## config.mk

```make
export PLATFORM = sky130hd
export DESIGN_NAME = hood_mode_ctrl
export DESIGN_NICKNAME = d
export VERILOG_FILES = /design/src/rtl/hood_pkg.sv /design/src/rtl/hood_sec_timer.sv /design/src/rtl/hood_mode_ctrl.sv
export SDC_FILE = /design/constraint.sdc
export NUM_CORES = 1
export LEC_CHECK = 0
export BUFFER_PORTS_ARGS = -buffer_cell sky130_fd_sc_hd__buf_2
export CORE_MARGIN = 10
export CORE_UTILIZATION = 40
export DETAILED_ROUTE_END_ITERATION = 6
export PLACE_DENSITY = 0.57
export SYNTH_ARGS = -nofsm -noshare
export SYNTH_HDL_FRONTEND = slang
export SYNTH_SLANG_ARGS = --single-unit
```

## constraint.sdc

```tcl
create_clock -name clk -period 6.1 [get_ports clk]
set_clock_uncertainty 0.05 [all_clocks]
set_input_delay 0.61 -clock clk [delete_from_list [all_inputs] [get_ports clk]]
set_output_delay 0.61 -clock clk [all_outputs]
set_load 0.1 [all_outputs]
```

## src/rtl/hood_pkg.sv

```systemverilog
// hood_pkg: FSM state encoding and mode-code helpers shared by the range-hood controller.
package hood_pkg;

  typedef enum logic [2:0] {
    ST_OFF       = 3'd0,
    ST_STANDBY   = 3'd1,
    ST_MENU      = 3'd2,
    ST_SPEED     = 3'd3,
    ST_TURBO     = 3'd4,
    ST_EXIT_WAIT = 3'd5,
    ST_CLEAN     = 3'd6
  } hood_state_e;

  localparam int MODE_STANDBY = 0;

  // Clean is reported one code above the highest (turbo) speed.
  function automatic int mode_clean(input int n_speed);
    return n_speed + 1;
  endfunction

endpackage

```

## src/rtl/hood_sec_timer.sv

```systemverilog
// hood_sec_timer: loadable seconds down-counter; expire_o flags the tick that takes it from 1 to 0.
module hood_sec_timer #(
  parameter int W = 8
) (
  input  logic         clk,
  input  logic         rst_n,
  input  logic         load_i,
  input  logic [W-1:0] load_val_i,
  input  logic         tick_i,
  output logic [W-1:0] value_o,
  output logic         expire_o
);

  logic [W-1:0] value_q, value_d;

  // Next count: a load beats a tick; the counter parks at zero.
  always_comb begin
    value_d = value_q;
    if (load_i) begin
      value_d = load_val_i;
    end else if (tick_i && (value_q != {W{1'b0}})) begin
      value_d = value_q - W'(1);
    end else begin
      value_d = value_q;
    end
  end

  // Count register.
  always_ff @(posedge clk or negedge rst_n) begin
    if (!rst_n) begin
      value_q <= {W{1'b0}};
    end else begin
      value_q <= value_d;
    end
  end

  assign value_o  = value_q;
  assign expire_o = tick_i && (value_q == W'(1));

endmodule

```

## src/rtl/hood_mode_ctrl.sv

```systemverilog
// hood_mode_ctrl: range-hood power/mode FSM with per-mode countdown and cumulative run time.
// Defining HOOD_AUTO_OFF_EN adds an idle auto-off (IDLE_SEC) in STANDBY and MENU.
module hood_mode_ctrl
  import hood_pkg::*;
#(
  parameter int N_SPEED    = 3,
  parameter int TURBO_SEC  = 60,
  parameter int EXIT_SEC   = 60,
  parameter int CLEAN_SEC  = 180,
  parameter int REMIND_SEC = 36000,
  parameter int RUN_W      = 20,
  parameter int CNT_W      = 8
`ifdef HOOD_AUTO_OFF_EN
  ,
  parameter int IDLE_SEC   = 30
`endif
) (
  input  logic                            clk,
  input  logic                            rst_n,
  input  logic                            tick_1hz,
  input  logic                            power_btn,
  input  logic                            menu_btn,
  input  logic [N_SPEED-1:0]              mode_btn,
  input  logic                            clean_btn,
  output logic                            power_on,
  output logic [$clog2(N_SPEED+2)-1:0]    mode_state,
  output logic [CNT_W-1:0]                countdown,
  output logic [RUN_W-1:0]                run_time,
  output logic                            turbo_avail,
  output logic                            clean_remind
);

  localparam int MW = $clog2(N_SPEED + 2);

  hood_state_e      state_q, state_d;
  logic [MW-1:0]    speed_q, speed_d;
  logic [MW-1:0]    mode_state_q, mode_state_d;
  logic             power_on_q, power_on_d;
  logic [RUN_W-1:0] run_time_q, run_time_d;
  logic             turbo_avail_q, turbo_avail_d;
  logic             clean_remind_q, clean_remind_d;

  logic             ev_power_s, ev_menu_s, ev_clean_s, ev_mode_s, any_btn_s;
  logic [MW-1:0]    sel_speed_s;
  logic             sel_turbo_s;
  logic             cd_load_s, cd_exp_s;
  logic [CNT_W-1:0] cd_val_s, cd_value_s;
  logic             idle_exp_s, clear_run_s, fan_on_s;

  // Resolve simultaneous pulses to one winning event; lowest mode bit wins.
  always_comb begin
    any_btn_s   = power_btn | menu_btn | clean_btn | (|mode_btn);
    ev_power_s  = power_btn;
    ev_menu_s   = ~power_btn & menu_btn;
    ev_clean_s  = ~power_btn & ~menu_btn & clean_btn;
    ev_mode_s   = ~power_btn & ~menu_btn & ~clean_btn & (|mode_btn);
    sel_speed_s = {MW{1'b0}};
    for (int k = N_SPEED - 1; k >= 0; k--) begin
      if (mode_btn[k]) begin
        sel_speed_s = MW'(k + 1);
      end else begin
        sel_speed_s = sel_speed_s;
      end
    end
    sel_turbo_s = (sel_speed_s == MW'(N_SPEED));
  end

  // Next-state decode; button events outrank countdown expiry.
  always_comb begin
    state_d       = state_q;
    speed_d       = speed_q;
    turbo_avail_d = turbo_avail_q;
    cd_load_s     = 1'b0;
    cd_val_s      = {CNT_W{1'b0}};
    clear_run_s   = 1'b0;
    if (ev_power_s) begin
      cd_load_s = 1'b1;
      if (state_q == ST_OFF) begin
        state_d       = ST_STANDBY;
        turbo_avail_d = 1'b1;
      end else begin
        state_d = ST_OFF;
      end
    end else begin
      case (state_q)
        ST_STANDBY: begin
          if (ev_menu_s) begin
            state_d = ST_MENU;
          end else if (idle_exp_s && !any_btn_s) begin
            state_d = ST_OFF;
          end else begin
            state_d = ST_STANDBY;
          end
        end
        ST_MENU, ST_SPEED: begin
          if (ev_menu_s) begin
            state_d = ST_STANDBY;
          end else if (ev_clean_s && (state_q == ST_MENU)) begin
            state_d   = ST_CLEAN;
            cd_load_s = 1'b1;
            cd_val_s  = CNT_W'(CLEAN_SEC);
          end else if (ev_mode_s && sel_turbo_s) begin
            if (turbo_avail_q) begin
              state_d       = ST_TURBO;
              cd_load_s     = 1'b1;
              cd_val_s      = CNT_W'(TURBO_SEC);
              turbo_avail_d = 1'b0;
            end else begin
              state_d = state_q;
            end
          end else if (ev_mode_s) begin
            state_d = ST_SPEED;
            speed_d = sel_speed_s;
          end else if ((state_q == ST_MENU) && idle_exp_s && !any_btn_s) begin
            state_d = ST_OFF;
          end else begin
            state_d = state_q;
          end
        end
        ST_TURBO: begin
          if (ev_menu_s) begin
            state_d   = ST_EXIT_WAIT;
            cd_load_s = 1'b1;
            cd_val_s  = CNT_W'(EXIT_SEC);
          end else if (cd_exp_s) begin
            if (N_SPEED > 1) begin
              state_d = ST_SPEED;
              speed_d = MW'(N_SPEED - 1);
            end else begin
              state_d = ST_STANDBY;
            end
          end else begin
            state_d = ST_TURBO;
          end
        end
        ST_EXIT_WAIT: begin
          if (cd_exp_s) begin
            state_d = ST_STANDBY;
          end else begin
            state_d = ST_EXIT_WAIT;
          end
        end
        ST_CLEAN: begin
          if (cd_exp_s) begin
            state_d     = ST_STANDBY;
            clear_run_s = 1'b1;
          end else begin
            state_d = ST_CLEAN;
          end
        end
        ST_OFF:  state_d = ST_OFF;
        default: state_d = ST_OFF;
      endcase
    end
  end

  // Output next values derived from the next state so outputs move with it.
  always_comb begin
    power_on_d = (state_d != ST_OFF);
    case (state_d)
      ST_SPEED:     mode_state_d = speed_d;
      ST_TURBO:     mode_state_d = MW'(N_SPEED);
      ST_EXIT_WAIT: mode_state_d = MW'(N_SPEED - 1);
      ST_CLEAN:     mode_state_d = MW'(mode_clean(N_SPEED));
      default:      mode_state_d = MW'(MODE_STANDBY);
    endcase
    fan_on_s = (mode_state_q != MW'(MODE_STANDBY)) && (mode_state_q <= MW'(N_SPEED));
    if (clear_run_s) begin
      run_time_d = {RUN_W{1'b0}};
    end else if (tick_1hz && fan_on_s && (run_time_q != {RUN_W{1'b1}})) begin
      run_time_d = run_time_q + RUN_W'(1);
    end else begin
      run_time_d = run_time_q;
    end
    clean_remind_d = (run_time_d >= RUN_W'(REMIND_SEC));
  end

  // State and output registers.
  always_ff @(posedge clk or negedge rst_n) begin
    if (!rst_n) begin
      state_q        <= ST_OFF;
      speed_q        <= {MW{1'b0}};
      mode_state_q   <= {MW{1'b0}};
      power_on_q     <= 1'b0;
      run_time_q     <= {RUN_W{1'b0}};
      turbo_avail_q  <= 1'b1;
      clean_remind_q <= 1'b0;
    end else begin
      state_q        <= state_d;
      speed_q        <= speed_d;
      mode_state_q   <= mode_state_d;
      power_on_q     <= power_on_d;
      run_time_q     <= run_time_d;
      turbo_avail_q  <= turbo_avail_d;
      clean_remind_q <= clean_remind_d;
    end
  end

  hood_sec_timer #(.W(CNT_W)) u_cd_timer (
    .clk        (clk),
    .rst_n      (rst_n),
    .load_i     (cd_load_s),
    .load_val_i (cd_val_s),
    .tick_i     (tick_1hz),
    .value_o    (cd_value_s),
    .expire_o   (cd_exp_s)
  );

`ifdef HOOD_AUTO_OFF_EN
  localparam int IW = $clog2(IDLE_SEC + 1);
  logic          idle_load_s;
  logic [IW-1:0] idle_value_s;

  // Idle timer is held full outside STANDBY/MENU and on any button pulse.
  assign idle_load_s = ((state_q != ST_STANDBY) && (state_q != ST_MENU)) || any_btn_s;

  hood_sec_timer #(.W(IW)) u_idle_timer (
    .clk        (clk),
    .rst_n      (rst_n),
    .load_i     (idle_load_s),
    .load_val_i (IW'(IDLE_SEC)),
    .tick_i     (tick_1hz),
    .value_o    (idle_value_s),
    .expire_o   (idle_exp_s)
  );
`else
  assign idle_exp_s = 1'b0;
`endif

  assign power_on     = power_on_q;
  assign mode_state   = mode_state_q;
  assign countdown    = cd_value_s;
  assign run_time     = run_time_q;
  assign turbo_avail  = turbo_avail_q;
  assign clean_remind = clean_remind_q;

endmodule

```

# After elaboration in Yosys (flattened, before gate mapping)
# Cells that the tools add are included.
# word_totals
out_inout_bits	34
elab_cells	105
ff_bits	40
input_bits	9
# classes
n_addsub	2
n_eq_ne	16
muxes	52
reduce_logical	17
bitwise_logic	8
order_cmp	2
# op_table
operator	count
$mux W3	17
$mux W20	2
$mux W8	5
$add A20 B1 Y20 const B	1
$ge A20 B16 Y1 const B	1
$ne A20 B20 Y1 const B	1
$eq A3 B3 Y1 const B	6
$mux W6	3
$mux W1	16
$pmux W8 S2	1
$pmux W3 S5	1
$eq A3 B2 Y1 const B	4
$pmux W3 S4	1
$eq A8 B1 Y1 const B	1
$mux W2	4
$reduce_bool A8 Y1	1
$sub A8 B1 Y8 const B	1
$logic_and A1 B1 Y1	7
$pmux W3 S2	1
$reduce_bool A2 Y1	3
$reduce_bool A3 Y1	2
$and A1 B1 Y1	5
$reduce_and A5 Y1	1
$ne A2 B2 Y1 const B	2
8 further kinds	10

# Logic depth before layout (Yosys ltp)
# Gate-level depths: netlist (run 1).
# logic_depth
depth_word	12
ltp_mapped	9
mapped_depth_nobuf	9

# Hierarchy
# A second synthesis (run 1) with hierarchy kept.
# unflattened
cells_unflattened	307
hier_area_um2	2646.3
# modules_own_cells
module	seq_area_each_um2	cells_each	area_per_inst_um2	n_inst
hood_mode_ctrl	802.0	241	2055.7	1
hood_sec_timer	200.2	66	590.6	1

# Worst setup path after synthesis (run 1)
# No wires, ideal clock.
# synth_timing
path_type	reg2reg
from	register run_time_q[15], in the netlist run_time[15]
to	register clean_remind_q, in the netlist clean_remind
path_slack_ns	3.263
arrival_ns	2.658
stages_incl_launch_ff	8
path_buffers	0
t_required_ns	5.921
setup_time_ns	0.129
cell_sequence	dfrtp_1 -> nand4_1 -> nor4b_4 -> nor3_2 -> nor4_1 -> nor4_1 -> a31oi_1 -> o211ai_2
# synth_between
elab_chain_len	5
word_cells_on_any_way	6
# synth_lines
element	line	rtl
start, declared	hood_mode_ctrl.sv:39	logic [RUN_W-1:0] run_time_q, run_time_d;
start signal, assigned	hood_mode_ctrl.sv:185	run_time_q <= {RUN_W{1'b0}};
start signal, assigned	hood_mode_ctrl.sv:193	run_time_q <= run_time_d;
branches (longest 2 deep; another with $add A20 B1 Y20)	--	
$mux W20 *	hood_mode_ctrl.sv:170	end else if (tick_1hz && fan_on_s && (run_time_q != {RUN_W{1'b1}})) begin
$mux W20 *	hood_mode_ctrl.sv:168	if (clear_run_s) begin
$ge A20 B16 Y1 *	hood_mode_ctrl.sv:175	clean_remind_d = (run_time_d >= RUN_W'(REMIND_SEC));
via clean_remind_d	hood_mode_ctrl.sv:41	logic clean_remind_q, clean_remind_d;
end signal, assigned	hood_mode_ctrl.sv:195	clean_remind_q <= clean_remind_d;
end, declared	hood_mode_ctrl.sv:41	
# Mark *: on every way through the listed nets, which the timed path passes.
# A chain may end at the register's enable or synchronous reset.

# Final worst setup path (run 1)
# layout_timing
from	register u_cd_timer.value_q[2], in the netlist u_cd_timer.value_o[2]
to	register clean_remind_q, in the netlist clean_remind
# layout_between
elab_chain_len	7
# layout_lines
element	line	rtl
start, declared	hood_sec_timer.sv:14	logic [W-1:0] value_q, value_d;
start signal, assigned	hood_sec_timer.sv:31	value_q <= {W{1'b0}};
start signal, assigned	hood_sec_timer.sv:33	value_q <= value_d;
$eq A8 B1 Y1	hood_sec_timer.sv:38	assign expire_o = tick_i && (value_q == W'(1));
$logic_and A1 B1 Y1	hood_sec_timer.sv:38	
$mux W1	hood_mode_ctrl.sv:144	if (cd_exp_s) begin
$mux W1	hood_mode_ctrl.sv:85	case (state_q)
$mux W1	hood_mode_ctrl.sv:76	if (ev_power_s) begin
$mux W20	hood_mode_ctrl.sv:168	
$ge A20 B16 Y1	hood_mode_ctrl.sv:175	
via clean_remind_d	hood_mode_ctrl.sv:41	
# The timed path passes the listed nets, and every way through them passes these cells.

==> metrics.yaml, run 1 <==
sta:
  timing.fmax_ghz: 0.3532
  period_needed_ps: 2831
  relSlewSlack: 0.2557
  tightestPinTransition_ps: 1110
  hold_viol: 0
  drv_slew: 0
  period_share: 0.4641
  tns_ps: 0
  rsz0062_at_grt: "no"
  worst_slack_ps: 3269
  hold_slack_ps: 399.8
  setup_violations: 0
drt:
  drt-initial-drc-count: 41
  routed.top_layer: "met4"
  routedWlPerCell_um: 15.33
  ant_nets: 0
  wl_met1_um: 2595
  num_vias: 2075
  postRouteWirelength_um: 5811
  drc_errors: 0
  wl_met3_um: 323
  wl_met2_um: 2844
  routed_via_density: 5.475
  first_pass_iters: 5
cts:
  numCtsBuffers: 5
  cts_setup_buffers: 0
  cts_tree: "yes"
  cts-resized-gates: 0
  cts_hold_buf: 0
  cts_root_buf: "clkbuf_8"
  cts_sinks: 40
  clk_pin_slew_ps: 80
  clockBufferDepth: 2
  clock_latency_ps: 290
  h-tree-depth: 2
global_routing:
  antenna_found_initial: 0
  globalRoute.totalOverflow: 0
  grt_pass1_wl_um: 10120
  grt_pass1_vias: 2052
  grt_start_max_net_pins: 41
  grtUsageTotal: 0.1241
pwr:
  ir_worst_vdd_mv: 0.4091
  p_leak_nw: 1.262
  power_mw: 1.049
  power.density_nw_per_um2: 376.6
logic_synthesis:
  syn_nets: 275
  ys_types: 53
  synthFlopType: "dfrtp_1"
  synth.area.mux_share: 0.004145
  yosysTopAreaCellShare: 0.4041
  synth_area_leader_cell: "dfrtp_1"
  yosysWarnings: 0
  yosysSeqAreaShare: 0.4150
  synthTopCellsByArea: "dfrtp_1, nor2_1, xnor2_1, xor2_1, nand3_1"
  synthSimpleGateAreaFrac: 0.3098
  ys_async_sr_fraction: 1.000
  synth_fa_ha_area_frac: 0.02073
  syn-cell-area_um2: 2415
  synth_edf_count: 0
  synth_cells: 262
  synth_area_per_cell_um2: 9.217
  synth_top_family_by_area: "simple AND/OR/NAND/NOR gates"
  synth_compound_area_frac: 0.1337
  synth_xor_area_frac: 0.09067
  ys_ff_latch: 40
setup_path:
  regToRegEndpoint: "clean_remind"
  rrSetupSlack_ps: 3270
  r2r_cells: 7
  start_kind: "register"
  cp-end-kind: "register"
  reg2reg_from: "u_cd_timer.value_o[2]"
  worst-path-max-fanout: 19
  worstSetupEndpoint: "clean_remind"
  critPathKind: "register to register"
  cp.required_ps: 6230
  cp-startpoint: "u_cd_timer.value_o[2]"
  cp_data_arrival_time_ps: 2960
die:
  pin_count: 43
  die_y_um: 97.70
  start_util: 0.4103
  fp-row-count: 28
  die-area_um2: 9545
  core_um2: 5886
  die_w_um: 97.70
placed_design:
  routabilityCongestion: 0.8124
  place_area_um2: 2686
  dp_slack_ps: 3173
  dp_hpwl_um: 4371
  dpl.cell_count: 371
  port_buffers: 42
min_path:
  hold_class: "primary input to asynchronous set/reset pin"
outcome:
  status: "completed"
finish:
  layout-drive-gt1-share: 0.2039
  final_area_um2: 2786
  stdcell_count: 379
  fillers: 590
  final_cell_mix: "buf_2, dfrtp_1, nor2_1"
  diodes: 0
  regArea_um2: 1002
  multi_input_area_um2: 1350
  syn2layout_area_growth_pct: 15.39
  final_util: 0.4734
  fin_nets: 316
  layout_commonest_cell: "buf_2"
job:
  max_cap_violations: 0
==> per-layer routing <==
metal / GRT usage / up-vias
li1: - / 1032
met1: 0.1460 / 994
met2: 0.2105 / 43
met3: 0.03912 / 6
met4: 0.03691 / 0
met5: 0 / -
==> power breakdown <==
part	switching, mW	internal (mW)
Clock	0.0936	0.103
Combinational	0.377	0.117
Sequential	0.0584	0.300
==> critical path, cell delays in order (launching register included) <==
cell and delay, ps:
dfrtp_1 460, nor4_4 450, nand2_1 190, nor3_2 910, inv_1 160, a41oi_1 260
o21a_1 160, o211ai_2 70
==> cells by family (layout without fill, tap and decap cells) <==
family,Yosys count,in the layout
AND/OR/NAND/NOR,131,131
AO/OA/AOI/OAI,45,45
flip-flops,40,40
XOR/XNOR,25,25
buffers and inverters,16,58
adder cells (fa/ha/maj),4,4
multiplexers,1,1
==> worst min-delay path by stage <==
stage,startpoint,to,slack [ps],cells after the start
2_1_floorplan,rst_n,clean_remind,260,0
3_3_place_gp,speed_q[1],speed_q[1],430,1
3_5_place_dp,speed_q[1],speed_q[1],440,1
4_1_cts,rst_n,run_time[1],440,1
5_1_grt,rst_n,run_time[1],470,1
6_report,rst_n,run_time[2],400,1
==> Yosys cell counts (6+ instances only) <==
library cell	count
nand2_1	12
nand3_1	15
dfrtp_1	39
nor4_1	8
xor2_1	12
o21ai_0	7
and3_1	6
a21oi_1	10
clkbuf_1	6
nor2b_1	8
inv_1	8
nand4_1	10
nor2_1	37
nor3_1	6
xnor2_1	13
==> layout make-up <==
class                      instances  share of cell area
inverter                           8             0.01078
sequential                        40              0.3597
multi-input combinational        206              0.4845
timing repair buffer              42             0.07544
clock buffer                       8             0.03592
tap                               75             0.03368
==> flip-flops by register name (all words and copies together), names as in the netlist <==
signal              cells
run_time               20
u_cd_timer.value_o      8
mode_state              3
speed_q                 3
state_q                 3
clean_remind            1
power_on                1
turbo_avail             1
No activity file was read; power rests on OpenSTA's default activity.
==> run 2, diff against run 1 <==
- ABC_AREA: unset -> 1
- clock period: 6.1 -> 2.79 ns (I/O delays scaled with it)
==> run 2 against run 1 <==
  * Combinational power rose to 2.6 times the previous value
  * Sequential share of layout area fell by 4.9 points
  * Die area rose by 13%
  * Routed wire length rose by 25%
  * Worst setup slack got worse by 2800 ps
  * Largest cell class unchanged
  * Highest routed layer unchanged
  * Sequential power rose by 120%
  * Sequential cell count did not move
  * Maximum frequency rose by 23%
  * Register-to-register slack got worse by 2800 ps
==> metrics.yaml, run 2 <==
logic_synthesis:
  synth.most_common_cell: "nand2_1"
  synthFlopType: "dfrtp_1"
  yosysTopAreaCellShare: 0.3454  # -0.05871
  yosysWarnings: 0  # unchanged
  ys_async_sr_fraction: 1.000  # unchanged
  synth_edf_count: 0  # unchanged
  ys_types: 36  # -32%
  syn_nets: 420  # +53%
  synth_area_per_cell_um2: 6.942  # -25%
  syn-cell-area_um2: 2825  # +17%
  synth_area_leader_cell: "dfrtp_1"
  ys_ff_latch: 40  # unchanged
  synth_commonest_cells: "nand2_1, nor2_1, inv_1"
  yosysSeqAreaShare: 0.3547  # -0.06029
  synth_cells: 407  # +55%
  synthTopCellsByArea: "dfrtp_1, nand2_1, nor2_1, inv_1, nand3_1"
pwr:
  p_leak_nw: 1.614  # +28%
  pwr-share-seq: 0.319  # -0.022
  ir_worst_vdd_mv: 0.6420  # +57%
  switching_share: 0.5328  # +0.02889
  p_int_mw: 1.164  # +120%
  clockPowerShare: 0.176  # -0.012
  power.density_nw_per_um2: 772.6  # +110%
  comb_power_share: 0.505  # +0.034
  switching_power_mw: 1.327  # +150%
cts:
  cts_tree: "yes"
  cts_hold_buf: 0  # unchanged
  clockBufferDepth: 2  # unchanged
  cts_root_buf: "clkbuf_8"
  clock_latency_ps: 300  # about the same
  h-tree-depth: 2  # unchanged
  numCtsBuffers: 5  # unchanged
  clk_pin_slew_ps: 80  # about the same
  cts_setup_buffers: 0  # unchanged
  cts_sinks: 40  # unchanged
  cts-resized-gates: 0  # unchanged
placed_design:
  dp_hpwl_um: 5654  # +29%
  port_buffers: 42  # unchanged
  dp_slack_ps: 499.6  # -2673 ps
  routabilityCongestion: 0.8693  # +7.0%
  place_area_um2: 3124  # +16%
global_routing:
  grt_pass1_wl_um: 12790  # +26%
  grt_start_max_net_pins: 41  # unchanged
  antenna_found_initial: 0  # unchanged
  grtUsageTotal: 0.1384  # +0.01429
  globalRoute.totalOverflow: 0  # unchanged
  grt_pass1_vias: 2724  # +33%
sta:
  timing.fmax_ghz: 0.4348  # +23%
  worst_slack_ps: 490.0  # -2779 ps
  tightestPinTransition_ps: 919.4  # -190.9 ps
  relSlewSlack: 0.3871  # +0.1313
  setup_violations: 0  # unchanged
  period_share: 0.8244  # +0.3603
  hold_viol: 0  # unchanged
  tns_ps: 0  # unchanged
  rsz0062_at_grt: "no"
  drv_slew: 0  # unchanged
  period_needed_ps: 2300  # -531.0 ps
die:
  die-area_um2: 10820  # +13%
  die_w_um: 104.0  # +6.5%
  core_um2: 6832  # +16%
  die_y_um: 104.0  # +6.5%
  start_util: 0.4136  # +0.003264
  pin_count: 43  # unchanged
  fp-row-count: 30  # +7.1%
job:
  max_cap_violations: 0  # unchanged
setup_path:
  cp-end-kind: "register"
  cp_data_arrival_time_ps: 2480  # -480 ps
  cp.required_ps: 2970  # -3260 ps
  critPathKind: "register to register"
  worst-path-max-fanout: 16  # -3
  start_kind: "register"
finish:
  diodes: 0  # unchanged
  layout-drive-gt1-share: 0.2004  # -0.003507
  fin_nets: 466  # +47%
  final_area_um2: 3224  # +16%
  layout_commonest_cell: "nand2_1"
  syn2layout_area_growth_pct: 14.13
  largest_reg_flops: 20  # unchanged
  final_cell_mix: "nand2_1, nor2_1, inv_1"
  fillers: 736  # +25%
drt:
  drc_errors: 0  # unchanged
  wl_met2_um: 3467  # +22%
  first_pass_iters: 4  # -1
  postRouteWirelength_um: 7264  # +25%
  routed.top_layer: "met4"
  num_vias: 2720  # +31%
  ant_nets: 0  # unchanged
  drt-initial-drc-count: 79  # +93%
  routed_via_density: 4.945  # -9.7%
  routedWlPerCell_um: 13.21  # -14%
  wl_met1_um: 3291  # +27%
  wl_met3_um: 311  # -3.7%
outcome:
  status: "completed"
min_path:
  hold_class: "primary input to asynchronous set/reset pin"
-- run 2: stage by stage --
step	total power, mW	hold slack (ps)	utilization	std cells
2_1_floorplan	1.844	-66.59	-	407
3_3_place_gp	2.070	406.2	0.4573	542
3_5_place_dp	2.068	413.1	0.4573	542
4_1_cts	2.518	104.8	0.4720	550
5_1_grt	2.649	149.2	0.4720	550
6_report	2.491	57.15	0.4720	550
-- run 2: routing by layer --
metal,up-vias,track usage
li1,1389,-
met5,-,0
met3,16,0.03036
met4,0,0.05368
met1,1259,0.1611
met2,56,0.2405
-- run 2: power groups by stage --
stage,Clock [mW],Sequential (mW),Combinational [mW]
6_report,0.438,0.794,1.26
5_1_grt,0.478,0.816,1.36
4_1_cts,0.454,0.794,1.27
3_5_place_dp,0,0.806,1.26
3_3_place_gp,0,0.804,1.27
2_1_floorplan,0,1.41,0.433
-- run 2: path summary, 6_finish.rpt --
path | start | cells past startpoint | slack (ps) | endpoint
worst max register to register | run_time[0] | 15 | 490 | clean_remind
max in group asynchronous | rst_n | 1 | 2050 | run_time[18]
worst max-delay path | run_time[0] | 15 | 490 | clean_remind
min in group clk | power_btn | 2 | 290 | state_q[2]
worst min register to register | speed_q[2] | 2 | 440 | speed_q[2]
worst min-delay path | rst_n | 1 | 60 | run_time[3]
-- run 2: logic make-up (layout without fill, tap and decap cells) --
family,Yosys count,after routing,synth area share
and+or+nand+nor,253,253,0.4105
buffers and inverters,57,104,0.08415
AOI/OAI and AO/OA,41,41,0.09566
DFF,40,40,0.3547
xor gates and xnor gates,12,12,0.03720
adders and majority gates,4,4,0.01772
-- run 2: layout make-up --
class                   count  area, um^2  area share
multi-input cells         310        1585      0.4917
flip-flops and latches     40        1002      0.3108
repair buffers             43       217.7     0.06752
inverters                  53       198.9     0.06170
well taps                  96       120.1     0.03725
clock buffers               8       100.1     0.03104
-- run 2: worst max-delay path, stage by stage, from the launching register on --
cell     delay [ps]
dfrtp_1         460
ha_1            310
inv_2            80
nor2_4          130
nand2_2          80
nor2_4          150
nand2_2         130
nand2_4         200
nand2_1          80
nand2_1          70
nand2_1          60
nand2_1          90
nand2_1          60
nand2_1          60
nand2_1          70
o21ai_1         140
